### src/rtl/spi_slave_if.sv
// SPI slave serial front-end: deserialises 10-bit command frames to the RAM and
// serialises read data back on MISO. Optional SPI_FRAME_ERR_EN adds a frame_err pulse output.
module spi_slave_if #(
  parameter int RX_WIDTH = 10,
  parameter int TX_WIDTH = 8
) (
  input  logic                clk,
  input  logic                rst_n,
  input  logic                SS_n,
  input  logic                MOSI,
  output logic                MISO,
  output logic [RX_WIDTH-1:0] rx_data,
  output logic                rx_valid,
  input  logic [TX_WIDTH-1:0] tx_data,
  input  logic                tx_valid
`ifdef SPI_FRAME_ERR_EN
  ,
  output logic                frame_err
`endif
);

  localparam int RCW = $clog2(RX_WIDTH + 1);
  localparam int TCW = $clog2(TX_WIDTH + 1);
  localparam logic [RCW-1:0] RX_LAST = RCW'(RX_WIDTH - 1);
  localparam logic [RCW-1:0] RX_FULL = RCW'(RX_WIDTH);
  localparam logic [TCW-1:0] TX_FULL = TCW'(TX_WIDTH);

  typedef enum logic [2:0] {
    IDLE      = 3'd0,
    CHK_CMD   = 3'd1,
    WRITE     = 3'd2,
    READ_ADD  = 3'd3,
    READ_DATA = 3'd4
  } state_t;

  state_t              state_r;
  state_t              next_s;
  logic [RCW-1:0]      rx_cnt_r;
  logic [RX_WIDTH-2:0] rx_shift_r;
  logic [TCW-1:0]      tx_cnt_r;
  logic [TX_WIDTH-1:0] tx_shift_r;
  logic                tx_busy_r;
  logic                tx_done_r;
  logic                rd_addr_seen_r;
  logic                rx_state_s;

  assign rx_state_s = (state_r == WRITE) || (state_r == READ_ADD) || (state_r == READ_DATA);

  // State register
  always_ff @(posedge clk or negedge rst_n) begin
    if (!rst_n) begin
      state_r <= IDLE;
    end else begin
      state_r <= next_s;
    end
  end

  // Next-state decode; CHK_CMD consumes the route bit without storing it
  always_comb begin
    next_s = state_r;
    case (state_r)
      IDLE: begin
        if (!SS_n) next_s = CHK_CMD;
        else       next_s = IDLE;
      end
      CHK_CMD: begin
        if (SS_n)                next_s = IDLE;
        else if (!MOSI)          next_s = WRITE;
        else if (rd_addr_seen_r) next_s = READ_DATA;
        else                     next_s = READ_ADD;
      end
      WRITE, READ_ADD, READ_DATA: begin
        if (SS_n) next_s = IDLE;
        else      next_s = state_r;
      end
      default: next_s = IDLE;
    endcase
  end

  // Receive shifter, response shifter and read-address tracking
  always_ff @(posedge clk or negedge rst_n) begin
    if (!rst_n) begin
      rx_cnt_r       <= {RCW{1'b0}};
      rx_shift_r     <= {(RX_WIDTH-1){1'b0}};
      rx_data        <= {RX_WIDTH{1'b0}};
      rx_valid       <= 1'b0;
      tx_cnt_r       <= {TCW{1'b0}};
      tx_shift_r     <= {TX_WIDTH{1'b0}};
      tx_busy_r      <= 1'b0;
      tx_done_r      <= 1'b0;
      MISO           <= 1'b0;
      rd_addr_seen_r <= 1'b0;
    end else begin
      rx_valid <= 1'b0;
      if (!rx_state_s || SS_n) begin
        rx_cnt_r  <= {RCW{1'b0}};
        tx_cnt_r  <= {TCW{1'b0}};
        tx_busy_r <= 1'b0;
        tx_done_r <= 1'b0;
        MISO      <= 1'b0;
      end else if (rx_cnt_r != RX_FULL) begin
        rx_shift_r <= {rx_shift_r[RX_WIDTH-3:0], MOSI};
        rx_cnt_r   <= rx_cnt_r + RCW'(1);
        if (rx_cnt_r == RX_LAST) begin
          rx_data  <= {rx_shift_r, MOSI};
          rx_valid <= 1'b1;
          if (state_r == READ_ADD) rd_addr_seen_r <= 1'b1;
        end
      end else if (state_r == READ_DATA) begin
        // Bit 7 goes out on the load edge itself, so only 7 shifts follow
        if (tx_busy_r) begin
          if (tx_cnt_r == TX_FULL) begin
            MISO           <= 1'b0;
            tx_busy_r      <= 1'b0;
            tx_done_r      <= 1'b1;
            rd_addr_seen_r <= 1'b0;
          end else begin
            MISO       <= tx_shift_r[TX_WIDTH-1];
            tx_shift_r <= {tx_shift_r[TX_WIDTH-2:0], 1'b0};
            tx_cnt_r   <= tx_cnt_r + TCW'(1);
          end
        end else if (!tx_done_r && tx_valid) begin
          MISO       <= tx_data[TX_WIDTH-1];
          tx_shift_r <= {tx_data[TX_WIDTH-2:0], 1'b0};
          tx_cnt_r   <= TCW'(1);
          tx_busy_r  <= 1'b1;
        end
      end
    end
  end

`ifdef SPI_FRAME_ERR_EN
  logic route_r;

  // Frame error pulse: early SS_n rise in receive or MISO phase, or route/word mismatch
  always_ff @(posedge clk or negedge rst_n) begin
    if (!rst_n) begin
      route_r   <= 1'b0;
      frame_err <= 1'b0;
    end else begin
      if (state_r == CHK_CMD) route_r <= MOSI;
      if (rx_state_s && SS_n && ((rx_cnt_r != RX_FULL) || tx_busy_r)) begin
        frame_err <= 1'b1;
      end else if (rx_state_s && !SS_n && (rx_cnt_r == RX_LAST) &&
                   (rx_shift_r[RX_WIDTH-2] != route_r)) begin
        frame_err <= 1'b1;
      end else begin
        frame_err <= 1'b0;
      end
    end
  end
`endif

endmodule

### config.mk
export PLATFORM = sky130hd
export DESIGN_NAME = spi_slave_if
export DESIGN_NICKNAME = d
export VERILOG_FILES = /design/src/rtl/spi_slave_if.sv
export SDC_FILE = /design/constraint.sdc
export NUM_CORES = 1
export LEC_CHECK = 0
export CAP_MARGIN = 20
export CORE_MARGIN = 3
export CORE_UTILIZATION = 55
export CTS_BUF_LIST = sky130_fd_sc_hd__clkbuf_8
export CTS_CLUSTER_SIZE = 10
export DETAILED_ROUTE_END_ITERATION = 6
export GPL_ROUTABILITY_DRIVEN = 1
export PLACE_DENSITY = 0.79
export SETUP_SLACK_MARGIN = 0.5
export SLEW_MARGIN = 40
export SYNTH_ARGS = -nofsm -noshare
export SYNTH_HDL_FRONTEND = slang
export SYNTH_SLANG_ARGS = --single-unit
### constraint.sdc
create_clock -name clk -period 2.17 [get_ports clk]
set_input_delay 0.217 -clock clk [delete_from_list [all_inputs] [get_ports clk]]
set_output_delay 0.217 -clock clk [all_outputs]
set_load 0.01 [all_outputs]
# Word level (Yosys, flattened, before mapping)
# Index checks and enable logic that the tools add are counted.
# classes
addsub	2
eq_ne	13
mux	43
bitwise_logic	2
reduce_logical	25
# op_table
cell	count
$mux W4	8
$mux W1	27
$mux W8	3
$reduce_bool A2 Y1	8
$mux W3	4
$pmux W3 S3	1
$add A4 B1 Y4 const B	2
$eq A4 B4 Y1 const B	2
$ne A2 B2 Y1 const B	4
$reduce_and A4 Y1	2
$eq A3 B2 Y1 const B	2
$reduce_and A3 Y1	2
$reduce_and A6 Y1	1
$reduce_and A5 Y1	1
$ne A4 B4 Y1 const B	1
$reduce_and A2 Y1	2
$eq A3 B1 Y1 const B	1
$eq A3 B3 Y1 const B	1
$logic_not A3 Y1	1
$logic_or A1 B1 Y1	3
$ne A3 B3 Y1 const B	1
$reduce_bool A3 Y1	1
$reduce_or A3 Y1	1
$logic_not A1 Y1	2
other kinds (3)	4
# totals
ff_bits	43
input_bits	13
out_inout_bits	12
elab_cells	96

# Depth between registers and ports, before layout
# depth
ltp_word	7
depth_mapped	10
depth_no_buf	7

# Least setup slack after synthesis
# No wires, ideal clock.
# synth_path
path_type	flip-flop to flip-flop
start	register rx_cnt_r[0]
end	register tx_shift_r[5]
setup_ns	0.119
arrival_ns	1.863
required_time_ns	2.051
setup_slack_ns	0.188
stages_incl_launch_ff	11
n_path_buf	3
period_less_slack_ns	1.982
path_cell_list	dfrtp_1 > inv_1 > ha_1 > and3b_1 > buf_4 > o21ai_2 > or4b_4 > buf_6 > buf_6 > nand2_1 > o21ai_2
# synth_via
elab_chain_len	3
# synth_lines
element	line	rtl
from (decl)	38	logic [RCW-1:0] rx_cnt_r;
from (signal assigned)	83	rx_cnt_r <= {RCW{1'b0}};
from (signal assigned)	96	rx_cnt_r <= {RCW{1'b0}};
from (signal assigned)	103	rx_cnt_r <= rx_cnt_r + RCW'(1);
$ne A4 B4 Y1	101	end else if (rx_cnt_r != RX_FULL) begin
$not A1 Y1 (no source line)	n/a	
$reduce_and A5 Y1 (no source line)	n/a	
to (signal assigned)	88	tx_shift_r <= {TX_WIDTH{1'b0}};
to (signal assigned)	119	tx_shift_r <= {tx_shift_r[TX_WIDTH-2:0], 1'b0};
to (signal assigned)	124	tx_shift_r <= {tx_data[TX_WIDTH-2:0], 1'b0};
to (decl)	41	logic [TX_WIDTH-1:0] tx_shift_r;
# No other way between the ends.
# A chain may end at the register's enable or synchronous reset.

# Final worst setup path
# layout_path
start	register rx_cnt_r[1]
end	register rx_data[6]
# layout_via
elab_chain_len	2
elab_cells_between_ends	3
cone_classes	2 x eq/ne; 1 x reduce/logical
# layout_lines
element	line	rtl
$ne A4 B4 Y1 / $eq A4 B4 Y1 (equally long branches)	101, 104	
$reduce_and A3 Y1 (no source line) *	n/a	
to (signal assigned)	85	rx_data <= {RX_WIDTH{1'b0}};
to (signal assigned)	105	rx_data <= {rx_shift_r, MOSI};
to (decl)	12	output logic [RX_WIDTH-1:0] rx_data,
# Every way passes the cells marked *; elsewhere a longest branch is shown, timed or not.

==> qor.txt <==
STA
--------------------------------------------------------------------------------------
Maximum clock frequency                                                     0.5485 GHz
Total Negative Setup Slacks                                                       0 ns
Setup repair after global routing missed its margin                               true
Slew at the pin closest to its max-slew limit                                0.5179 ns
Number of endpoints failing setup at the final stage                                 0
Final Slew Violations                                                                0
Largest clock skew in the final design                                      0.01660 ns
Clock period minus worst slack                                                1.823 ns
Number of failing hold endpoints at the final stage                                  0
Final worst-path cycle share                                                    0.8402
Worst relative slew slack                                                       0.6547
Worst hold slack                                                             0.4424 ns

SYNTH
--------------------------------------------------------------------------------------
Synth top area share                                                            0.5367
Total number of yosys warnings                                                       0
Synthesized area divided by synthesized cell count                           11.66 µm²
Synthesized area                                                              1958 µm²
Area contributors post-synth                                              dfrtp_1 (54%), mux2_2 (11%), ha_1 (3.2%), mux2i_1 (3.1%), nand2_1 (2.9%)
Number of register bits inferred by synthesis                                       42
Number of unique standard cell types used by synthesis                              40
Synth Net Count                                                                    186
Instance count of the mapped netlist                                               168
Top cell type by total area after synthesis                                    dfrtp_1
Part of the Yosys area used for sequential elements                             0.5367

POWER
--------------------------------------------------------------------------------------
Max rail drop VDD                                                          0.0004817 V
Net switching power figure                                                   0.4478 mW
Clock network power share                                                        0.301
Power density normalized to cell area                                     634.7 nW/µm²
Sequential share of power                                                        0.558
Internal power                                                                1.246 mW
Final Total Pwr                                                               1.694 mW
Switching power as a share of total power                                       0.2644
Combinational cell fraction of total power                                       0.140
Static power due to leakage                                                   1.159 nW

CLOCK TREE
--------------------------------------------------------------------------------------
Cell chosen for the clock root                                                clkbuf_8
CTS Buf Count                                                                        5
Total number of clock tree sinks                                                    42
Clock Tree Buf Depth                                                                 2
H-Tree Level Count                                                                   2
Source-to-sink clock delay at the later pin of the worst-skew pair             0.30 ns
Clock-pin transition on the worst setup and hold timing paths                  0.09 ns
CTS tree                                                                         built

WORST SETUP PATH
--------------------------------------------------------------------------------------
Data required time of the worst path                                           2.36 ns
Slowest stage delay, CP                                                        0.44 ns
Reg-to-Reg Start                                                           rx_cnt_r[1]
Crit path arrival time                                                         2.02 ns
Worst Setup End Kind                                                              flop
Cell occurring most often along the worst timing path                            buf_6
Levels on crit path                                                                  6
Slowest cell on the critical path                                              dfrtp_2
Category of the worst setup path launch point                                     flop
Number of buffer and inverter stages on the critical path                            2
Worst-path fanout max                                                                6
Launch point of the critical path                                          rx_cnt_r[1]
Ordered list of cells on the worst path                                   ha_4, and3b_2, buf_6, nor3_4, buf_6, mux2_4
Depth of the most critical reg-to-reg path                                           6
Category of the most critical setup path                                  flop to flop
Largest delay contributor family on the critical path                     simple AND/OR/NAND/NOR gates

GLOBAL ROUTING
--------------------------------------------------------------------------------------
GRT Resource Usage Total                                                        0.2164
Via count of the first global-routing pass                                       1,453
Total overflow reported by the global router                                         0
Antenna violations before repair                                                     0
Largest net degree at the start of global routing                                   43
Global-route wire length before repair                                         6893 µm

FLOORPLAN
--------------------------------------------------------------------------------------
Floorplan die area                                                            4312 µm²
Vert. Die Dim                                                                 65.67 µm
Row count                                                                           21
Width of the die                                                              65.67 µm
CORE AREA                                                                     3390 µm²
Total I/O pin count                                                                 25
Initial core utilization                                                        0.5777

CELLS AND AREA
--------------------------------------------------------------------------------------
Highest-count cells in the layout ignoring fill and taps                  dfrtp_1 (38), clkdlybuf4s50_1 (23), mux2_4 (19), buf_4 (19), nand2_1 (10)
Area taken by flip-flops and latches                                          1056 µm²
Share of final-layout standard cells stronger than drive strength 1             0.3502
Commonest non-fill, non-tap cell in the layout                                 dfrtp_1
Area added between synthesis and finish                                         36.29%
Fill count                                                                         199
Final Net Count                                                                    234
Total area of multi-input combinational cells                                 1005 µm²
Non-filler instance count after layout                                             263
Antenna diode count                                                                  0

DETAILED ROUTING
--------------------------------------------------------------------------------------
Average vias per placed instance                                                 5.798
First-pass detailed-route iteration total                                            4
Final wirelength                                                               4793 µm
Routed wire length per instance                                               18.22 µm
Drt first-iter violations                                                           62
Remaining antenna violation count                                                    0
Vias post-DR                                                                     1,525
Remaining routing DRC violations                                                     0

PLACED DESIGN
--------------------------------------------------------------------------------------
Number of I/O port buffers                                                          24
Half-perimeter wire length after placement                                     2598 µm
Weighted congestion reported at the end of routability-driven placement         0.8539
Count of placed standard cells including taps                                      237

OUTCOME
--------------------------------------------------------------------------------------
Run status                                                                finished, final reports clean

WORST HOLD PATH
--------------------------------------------------------------------------------------
Tightest Hold Check Type                                                  primary input to asynchronous set/reset pin

JOB
--------------------------------------------------------------------------------------
Total of max-cap violations                                                          0

[stage by stage]
step                      setup WS (ns)    util  area [µm²]
final                            0.3467  0.7874        2669
after floorplan                  0.2608       -        1984
after detailed placement         0.1766  0.6704        2272
after global routing             0.3004  0.7874        2669
after CTS                        0.3773  0.7512        2546
after global placement           0.2330  0.6696        2270
[worst register-to-register path, cell delays in order (launching register included)]
cell     delay (ns)
dfrtp_2        0.44
ha_4           0.17
and3b_2        0.23
buf_6          0.14
nor3_4         0.23
buf_6          0.19
mux2_4         0.32
[worst paths after layout]
path | end | slack [ns]
setup / recovery | rx_data[6] | 0.35
hold / removal | rx_data[6] | 0.44
setup reg to reg | rx_data[6] | 0.35
hold reg to reg | tx_shift_r[5] | 0.50
max in group asynchronous | state_r[1] | 1.36
min in group clk | tx_shift_r[1] | 0.47
[sequential cells by signal (all words and copies together) (netlist names)]
signal and flops:
rx_valid 1, tx_shift_r 7, tx_cnt_r 4, MISO 1, state_r 3, rx_cnt_r 4
rd_addr_seen_r 1, tx_busy_r 1, tx_done_r 1, rx_shift_r 9, rx_data 10
[power by group through the flow]
stage	logic, mW	clock network [mW]	registers, mW
after global placement	0.150	0	0.935
after floorplan	0.104	0	0.915
final	0.238	0.510	0.946
after detailed placement	0.160	0	0.939
after global routing	0.256	0.547	0.957
after CTS	0.176	0.506	0.928
[logic make-up (layout without fill, tap and decap cells)]
kind of cell,Yosys count,count (layout),share of synthesized area
adders and majority gates,5,5,0.03195
DFF,42,42,0.5367
AOI/OAI and AO/OA,30,30,0.1054
muxes,25,25,0.1399
and+or+nand+nor,48,50,0.1303
buffers and inverters,15,62,0.04217
xor gates and xnor gates,3,3,0.01342
[synthesized netlist by cell type (all sizes together)]
cell / number
nand2b: 2
nand3: 3
a22oi: 1
o21ba: 1
o22a: 1
nand3b: 2
nor2b: 1
nand4: 1
a211oi: 3
and3b: 1
a41oi: 2
xnor2: 2
clkbuf: 3
ha: 5
a2111oi: 1
buf: 5
inv: 7
nor3: 6
xor2: 1
or2: 1
and2b: 2
o2bb2ai: 1
a21oi: 3
o21ai: 14
o21bai: 1
o32ai: 1
a31oi: 1
nand2: 15
or4b: 1
nor4: 1
or3: 2
mux2: 19
dfrtp: 42
nor2: 7
nor3b: 3
mux2i: 6
[cell type report]
cell class              count  area share
flip-flops and latches     42      0.3957
multi-input cells         113      0.3765
repair buffers             47      0.1636
clock buffers               5     0.02579
well taps                  46     0.02157
inverters                   7    0.009845
clock inverters             3    0.007032
[per-layer routing]
layer  up-vias  part of all wire  track usage  wire length (µm)
met3         7             0.045      0.05470               218
met2        42              0.53       0.3680              2561
li1        691                 -            -                 -
met4         0             0.013      0.06995                62
met5         -                 0            0                 0
met1       785              0.41       0.2678              1951
[repair_timing]
item                       in CTS  in global routing
hold endpoints to repair       42                  0
setup endpoints to repair      31                 31
gates resized for setup        26                 20
hold buffers                    1                  0
pin swaps                       7                 12
buffers inserted                9                  5
cloned                          2                  1
Note: power is estimated with default switching activity, not from simulation.
